==> src/rtl/btn_scan_pkg.sv <==
// Shared types and width helpers for the button scan debouncer.
package btn_scan_pkg;

  typedef enum logic {
    ST_IDLE = 1'b0,
    ST_SCAN = 1'b1
  } scan_state_t;

  // Bits needed to hold values 0..n-1, never less than one.
  function automatic int unsigned width_of(input int unsigned n);
    if (n > 1) return $clog2(n);
    return 1;
  endfunction

  function automatic int unsigned idx_width(input int unsigned num_btn);
    return width_of(num_btn);
  endfunction

  function automatic int unsigned cnt_width(input int unsigned stable_ticks);
    return width_of(stable_ticks);
  endfunction

  function automatic int unsigned ptr_width(input int unsigned depth);
    return width_of(depth);
  endfunction

endpackage

==> src/rtl/btn_evt_fifo.sv <==
// Small synchronous FIFO for press events; flags pushes dropped while full.
module btn_evt_fifo
  import btn_scan_pkg::*;
#(
  parameter int unsigned DEPTH = 4,
  parameter int unsigned WIDTH = 2
) (
  input  logic             clk,
  input  logic             rst,
  input  logic             push,
  input  logic [WIDTH-1:0] push_data,
  input  logic             pop,
  output logic             empty,
  output logic             push_drop,
  output logic [WIDTH-1:0] head
);

  localparam int unsigned PW = ptr_width(DEPTH);
  localparam int unsigned CW = PW + 1;

  logic [WIDTH-1:0] mem [DEPTH];
  logic [PW-1:0]    wr_ptr;
  logic [PW-1:0]    rd_ptr;
  logic [CW-1:0]    count;
  logic             full;
  logic             do_push;
  logic             do_pop;

  // A pop frees a slot in the same cycle, so push+pop while full both succeed.
  assign full      = (count == CW'(DEPTH));
  assign empty     = (count == '0);
  assign do_pop    = pop && !empty;
  assign do_push   = push && (!full || do_pop);
  assign push_drop = push && !do_push;
  assign head      = mem[rd_ptr];

  // Storage, pointers and occupancy count.
  always_ff @(posedge clk or posedge rst) begin
    if (rst) begin
      wr_ptr <= '0;
      rd_ptr <= '0;
      count  <= '0;
      for (int unsigned i = 0; i < DEPTH; i++) mem[i] <= '0;
    end else begin
      if (do_push) begin
        mem[wr_ptr] <= push_data;
        wr_ptr      <= wr_ptr + 1'b1;
      end
      if (do_pop) rd_ptr <= rd_ptr + 1'b1;
      case ({do_push, do_pop})
        2'b10:   count <= count + 1'b1;
        2'b01:   count <= count - 1'b1;
        default: count <= count;
      endcase
    end
  end

endmodule

==> src/rtl/btn_scan_ctrl.sv <==
// Time-multiplexed button debouncer: one prescaler, one scan FSM visiting
// each button per sample tick, and a press-event FIFO.
// Optional auto-repeat on held buttons: define BTN_SCAN_AUTOREPEAT_EN.
module btn_scan_ctrl
  import btn_scan_pkg::*;
#(
  parameter int unsigned NUM_BTN      = 4,
  parameter int unsigned TICK_DIV     = 50000,
  parameter int unsigned STABLE_TICKS = 20,
  parameter int unsigned FIFO_DEPTH   = 4,
  parameter int unsigned REPEAT_TICKS = 500
) (
  input  logic                       clk,
  input  logic                       rst,
  input  logic [NUM_BTN-1:0]         btn_raw,
  output logic [NUM_BTN-1:0]         btn_level,
  output logic [NUM_BTN-1:0]         btn_pulse,
  output logic                       evt_valid,
  output logic [$clog2(NUM_BTN)-1:0] evt_id,
  input  logic                       evt_ready,
  output logic                       overflow,
  input  logic                       ovf_clr
);

  localparam int unsigned IW = idx_width(NUM_BTN);
  localparam int unsigned CW = cnt_width(STABLE_TICKS);
  localparam int unsigned DW = $clog2(TICK_DIV);

  // Reject parameter sets the scan schedule cannot honour.
  if (NUM_BTN < 2 || NUM_BTN > 16) begin : g_bad_num_btn
    $error("btn_scan_ctrl: NUM_BTN must be 2..16");
  end
  if (TICK_DIV <= NUM_BTN + 2) begin : g_bad_tick_div
    $error("btn_scan_ctrl: TICK_DIV must exceed NUM_BTN+2");
  end
  if (STABLE_TICKS < 2) begin : g_bad_stable
    $error("btn_scan_ctrl: STABLE_TICKS must be >= 2");
  end
  if (REPEAT_TICKS < 2) begin : g_bad_repeat
    $error("btn_scan_ctrl: REPEAT_TICKS must be >= 2");
  end

  logic [NUM_BTN-1:0] sync1;
  logic [NUM_BTN-1:0] sync2;
  logic [DW-1:0]      pre_cnt;
  logic               tick;
  scan_state_t        state;
  logic [IW-1:0]      idx;
  logic [CW-1:0]      cnt [NUM_BTN];
  logic               push_q;
  logic [IW-1:0]      push_id;
  logic               fifo_empty;
  logic               fifo_drop;
  logic               cur_s;
  logic               cur_level;
  logic               agree;
  logic               accept;

`ifdef BTN_SCAN_AUTOREPEAT_EN
  localparam int unsigned HW = cnt_width(REPEAT_TICKS);
  logic [HW-1:0] hold [NUM_BTN];
`endif

  assign tick      = (pre_cnt == DW'(TICK_DIV - 1));
  assign cur_s     = sync2[idx];
  assign cur_level = btn_level[idx];
  assign agree     = (cur_s == cur_level);
  assign accept    = !agree && (cnt[idx] == CW'(STABLE_TICKS - 1));
  assign evt_valid = !fifo_empty;

  // Two-flop synchronizer for the asynchronous button inputs.
  always_ff @(posedge clk or posedge rst) begin
    if (rst) begin
      sync1 <= '0;
      sync2 <= '0;
    end else begin
      sync1 <= btn_raw;
      sync2 <= sync1;
    end
  end

  // Shared prescaler generating one sample tick every TICK_DIV cycles.
  always_ff @(posedge clk or posedge rst) begin
    if (rst) pre_cnt <= '0;
    else if (tick) pre_cnt <= '0;
    else pre_cnt <= pre_cnt + 1'b1;
  end

  // Scan FSM: one button per cycle, debounce counters, pulse and push request.
  always_ff @(posedge clk or posedge rst) begin
    if (rst) begin
      state     <= ST_IDLE;
      idx       <= '0;
      btn_level <= '0;
      btn_pulse <= '0;
      push_q    <= 1'b0;
      push_id   <= '0;
      for (int unsigned i = 0; i < NUM_BTN; i++) cnt[i] <= '0;
`ifdef BTN_SCAN_AUTOREPEAT_EN
      for (int unsigned i = 0; i < NUM_BTN; i++) hold[i] <= '0;
`endif
    end else begin
      btn_pulse <= '0;
      push_q    <= 1'b0;
      case (state)
        ST_IDLE: begin
          if (tick) begin
            idx   <= '0;
            state <= ST_SCAN;
          end
        end
        ST_SCAN: begin
          if (agree) begin
            cnt[idx] <= '0;
          end else if (accept) begin
            cnt[idx]       <= '0;
            btn_level[idx] <= cur_s;
            if (cur_s) begin
              btn_pulse[idx] <= 1'b1;
              push_q         <= 1'b1;
              push_id        <= idx;
            end
          end else begin
            cnt[idx] <= cnt[idx] + 1'b1;
          end
`ifdef BTN_SCAN_AUTOREPEAT_EN
          // Hold timer runs while pressed; a release in this slot clears it.
          if (cur_level) begin
            if (accept) begin
              hold[idx] <= '0;
            end else if (hold[idx] == HW'(REPEAT_TICKS - 1)) begin
              hold[idx]      <= '0;
              btn_pulse[idx] <= 1'b1;
              push_q         <= 1'b1;
              push_id        <= idx;
            end else begin
              hold[idx] <= hold[idx] + 1'b1;
            end
          end
`endif
          if (idx == IW'(NUM_BTN - 1)) state <= ST_IDLE;
          else idx <= idx + 1'b1;
        end
        default: state <= ST_IDLE;
      endcase
    end
  end

  // Sticky overflow; a drop in the same cycle wins over a clear.
  always_ff @(posedge clk or posedge rst) begin
    if (rst) overflow <= 1'b0;
    else if (fifo_drop) overflow <= 1'b1;
    else if (ovf_clr) overflow <= 1'b0;
  end

  btn_evt_fifo #(
    .DEPTH(FIFO_DEPTH),
    .WIDTH(IW)
  ) u_fifo (
    .clk      (clk),
    .rst      (rst),
    .push     (push_q),
    .push_data(push_id),
    .pop      (evt_ready),
    .empty    (fifo_empty),
    .push_drop(fifo_drop),
    .head     (evt_id)
  );

endmodule
==> config.mk <==
export PLATFORM = sky130hd
export DESIGN_NAME = btn_scan_ctrl
export DESIGN_NICKNAME = d
export VERILOG_FILES = /design/src/rtl/btn_scan_pkg.sv /design/src/rtl/btn_evt_fifo.sv /design/src/rtl/btn_scan_ctrl.sv
export SDC_FILE = /design/constraint.sdc
export NUM_CORES = 1
export LEC_CHECK = 0
export CAP_MARGIN = 40
export CORE_MARGIN = 10
export CORE_UTILIZATION = 40
export CTS_CLUSTER_DIAMETER = 60
export DETAILED_ROUTE_END_ITERATION = 7
export PLACE_DENSITY_LB_ADDON = 0.08
export SLEW_MARGIN = 10
export SYNTH_ARGS = -nofsm -noshare
export SYNTH_HDL_FRONTEND = slang
export SYNTH_SLANG_ARGS = --single-unit
==> constraint.sdc <==
create_clock -name clk -period 4.85 [get_ports clk]
set_clock_uncertainty 0.2 [all_clocks]
set_input_delay 0.7275 -clock clk [delete_from_list [all_inputs] [get_ports clk]]
set_output_delay 0.7275 -clock clk [all_outputs]
set_load 0.01 [all_outputs]
==> flow_metrics.tcl <==
set metrics [dict create \
    ios 20 \
    syn_area_per_cell_um2 12.0 \
    syn_nets 301 \
    path_cells "mux4_1 > nor4b_2 > and2_4 > and2b_1 > mux2_4" \
    setup_violations 0 \
    globalRoute.totalOverflow 0 \
    ff_latch_area_um2 1850 \
    drv_slew 0 \
    rows 33 \
    synth.top_cell.area_share_pct 54.8 \
    postSynthCellCount 281 \
    crit_fanout 13 \
    multi_input_area_um2 1420 \
    dp_hpwl_um 4170 \
    leakage_uw 0.00174 \
    outcome "finished, final reports clean" \
    portBuffers 19 \
    nets 324 \
    fill_cells 774 \
    grt_max_degree 48 \
    dpl.cell_count 398 \
    cts_resized 0 \
    start_util_pct 41.1 \
    fin_cells 414 \
    rsz0062_at_grt "false" \
    cp-end-kind "flop" \
    grt_usage_pct 10.2 \
    hold_path.class "reg2reg" \
    post-route-util_pct 47.1 \
    min_period_over_period_pct 62.2 \
    synth_area_leaders "dfrtp_1, mux2_2, mux4_2" \
    yosysSeqAreaShare_pct 54.8 \
    path_buf_inv 0 \
    insertedDiodeCount 0 \
    ys.flop_type "dfrtp_1" \
    cts_setup_buffers 0 \
    fp.coreArea_um2 8220 \
    hold_buffers 0 \
    wl_um 6050 \
    power.density_nw_per_um2 328 \
    fin_setup_tns_ns 0 \
    die_h_um 112 \
    final_cell_mix "dfrtp_1, nand2_1, clkdlybuf4s50_1, mux2_2, inv_1" \
    yosys_warnings 0 \
    max_cap_violations 0 \
    clockBufferDepth 2 \
    hold_violations 0 \
    dr.first_iter.drc_count 68 \
    period_needed_ns 3.02 \
    area_delta_synth_final_pct 14.6 \
    crit_type "reg2reg" \
    ant_nets 0 \
    worst_path_max_delay_cell "dfrtp_1" \
    cp_slowest_stage_delay_ns 0.78 \
    synth_seq_cells 74 \
    critPathLaunchType "flop" \
    vias 2081 \
    gp_congestion 0.742 \
    worstPathArrival_ns 3.05 \
    p_total_uw 1270 \
    path_clk_slew_ns 0.08 \
    async_reset_ff_share_pct 100 \
    fmax_mhz 331 \
    relSlewSlack_pct 48.0 \
    antenna_found_initial 0 \
    grt_pass1_wl_um 10600 \
    wire_per_inst_um 14.6 \
    cts_tree "built" \
    root_buffer "clkbuf_8" \
    numCtsBuffers 9 \
    worstMarginPinSlew_ns 0.774 \
    cts.sinks 74 \
    fp.dieArea_um2 12500 \
    cp_data_required_time_ns 4.89 \
    drive_above_1_share_pct 15.2 \
    via_per_inst 5.03 \
    htree_levels 3 \
    first_global_vias 2219 \
    route.detailed.drc 0 \
    cp_top_family "multiplexers" \
    synth_cell_types 43 \
    drt_pass1_iterations 4 \
    fp.dieW_um 112 \
    yosysTopAreaCell "dfrtp_1" \
    clk_latency_ns 0.35 \
    netlist_area_um2 3380 \
    final_common_cell "dfrtp_1" \
    synth_edf_count 0 \
    irDropWorstVdd_uv 192 \
]
==> Yosys cell counts (2+ instances only) <==
master / n
dfrtp_1: 74
nand2_1: 31
inv_1: 16
mux2_2: 16
o21ai_0: 14
nor2_1: 13
ha_1: 11
xor2_1: 11
nand3_1: 10
xnor2_1: 9
mux4_2: 8
o31ai_1: 8
a21oi_1: 6
and2_1: 5
nor2b_1: 5
o21ai_1: 4
and3_1: 3
clkbuf_1: 3
nand2b_1: 3
nand4_1: 3
buf_2: 2
buf_6: 2
mux2_4: 2
mux2i_1: 2
nor3_1: 2
==> kinds of logic (layout without fill, tap and decap cells) <==
family | count (synthesis) | in the layout | share of synthesized area, %
adders and majority gates | 12 | 12 | 4.66
muxes | 29 | 29 | 12.9
xor gates and xnor gates | 20 | 20 | 5.18
DFF | 74 | 74 | 54.8
AOI/OAI and AO/OA | 36 | 36 | 6.22
and+or+nand+nor | 86 | 86 | 13.0
buffers and inverters | 24 | 52 | 3.18
==> worst reg2reg max path: stages, from the launching register on <==
cell     delay, ns
dfrtp_1       0.78
mux4_1        0.78
nor4b_2       0.35
and2_4        0.21
and2b_1       0.26
mux2_4        0.32
==> power breakdown <==
group / switching [µW] / leakage, µW / internal (µW) / total (µW)
logic: 49.4 / 0.000660 / 52.7 / 102
clock network: 242 / 0.000104 / 258 / 499
registers: 26.6 / 0.000979 / 643 / 669
==> worst paths after layout <==
check,slack (ns),cells after the start,endpoint,from
worst min-delay path,0.15,0,sync2[1]$_DFF_PP0_,sync1[1]$_DFF_PP0_
max in group asynchronous,2.84,3,cnt[10]$_DFFE_PP0P_,rst
worst min register to register,0.15,0,sync2[1]$_DFF_PP0_,sync1[1]$_DFF_PP0_
min in group asynchronous,0.56,2,pre_cnt[11]$_DFF_PP0_,rst
worst max register to register,1.83,5,push_id[1]$_DFFE_PP0P_,idx[0]$_DFFE_PP0P_
worst max-delay path,1.83,5,push_id[1]$_DFFE_PP0P_,idx[0]$_DFFE_PP0P_
==> cell type report <==
class | instances | area share (%)
well taps | 105 | 3.39
inverters | 16 | 1.55
clock inverters | 6 | 1.87
flip-flops and latches | 74 | 47.8
multi-input cells | 183 | 36.7
repair buffers | 20 | 5.11
clock buffers | 10 | 3.56
==> per-layer routing <==
metal	up-vias	track usage, %	share of wire, %
li1	1012	-	-
met1	1033	12.5	48
met2	27	16.3	46
met3	9	3.86	4.4
met4	0	2.83	1.3
met5	-	0	0
==> sequential cells by signal, indices dropped and copies added, names as in the netlist <==
register,flops
u_fifo.rd_ptr,2
u_fifo.wr_ptr,2
push_id,2
btn_level,4
idx,2
btn_pulse,4
sync2,4
push_q,1
sync1,4
pre_cnt,16
state,1
u_fifo.count,3
overflow,1
u_fifo.mem,8
cnt,20
==> per-stage QoR <==
stage | instance area (µm²) | hold slack [ns] | setup WS (ns)
finish | 3870 | 0.150 | 1.83
global route | 3870 | 0.156 | 1.63
CTS | 3870 | 0.152 | 1.78
detailed placement | 3660 | 0.135 | 1.77
global placement | 3660 | 0.134 | 1.80
floorplan | 3380 | 0.131 | 2.04
(Power assumes the default switching activity.)
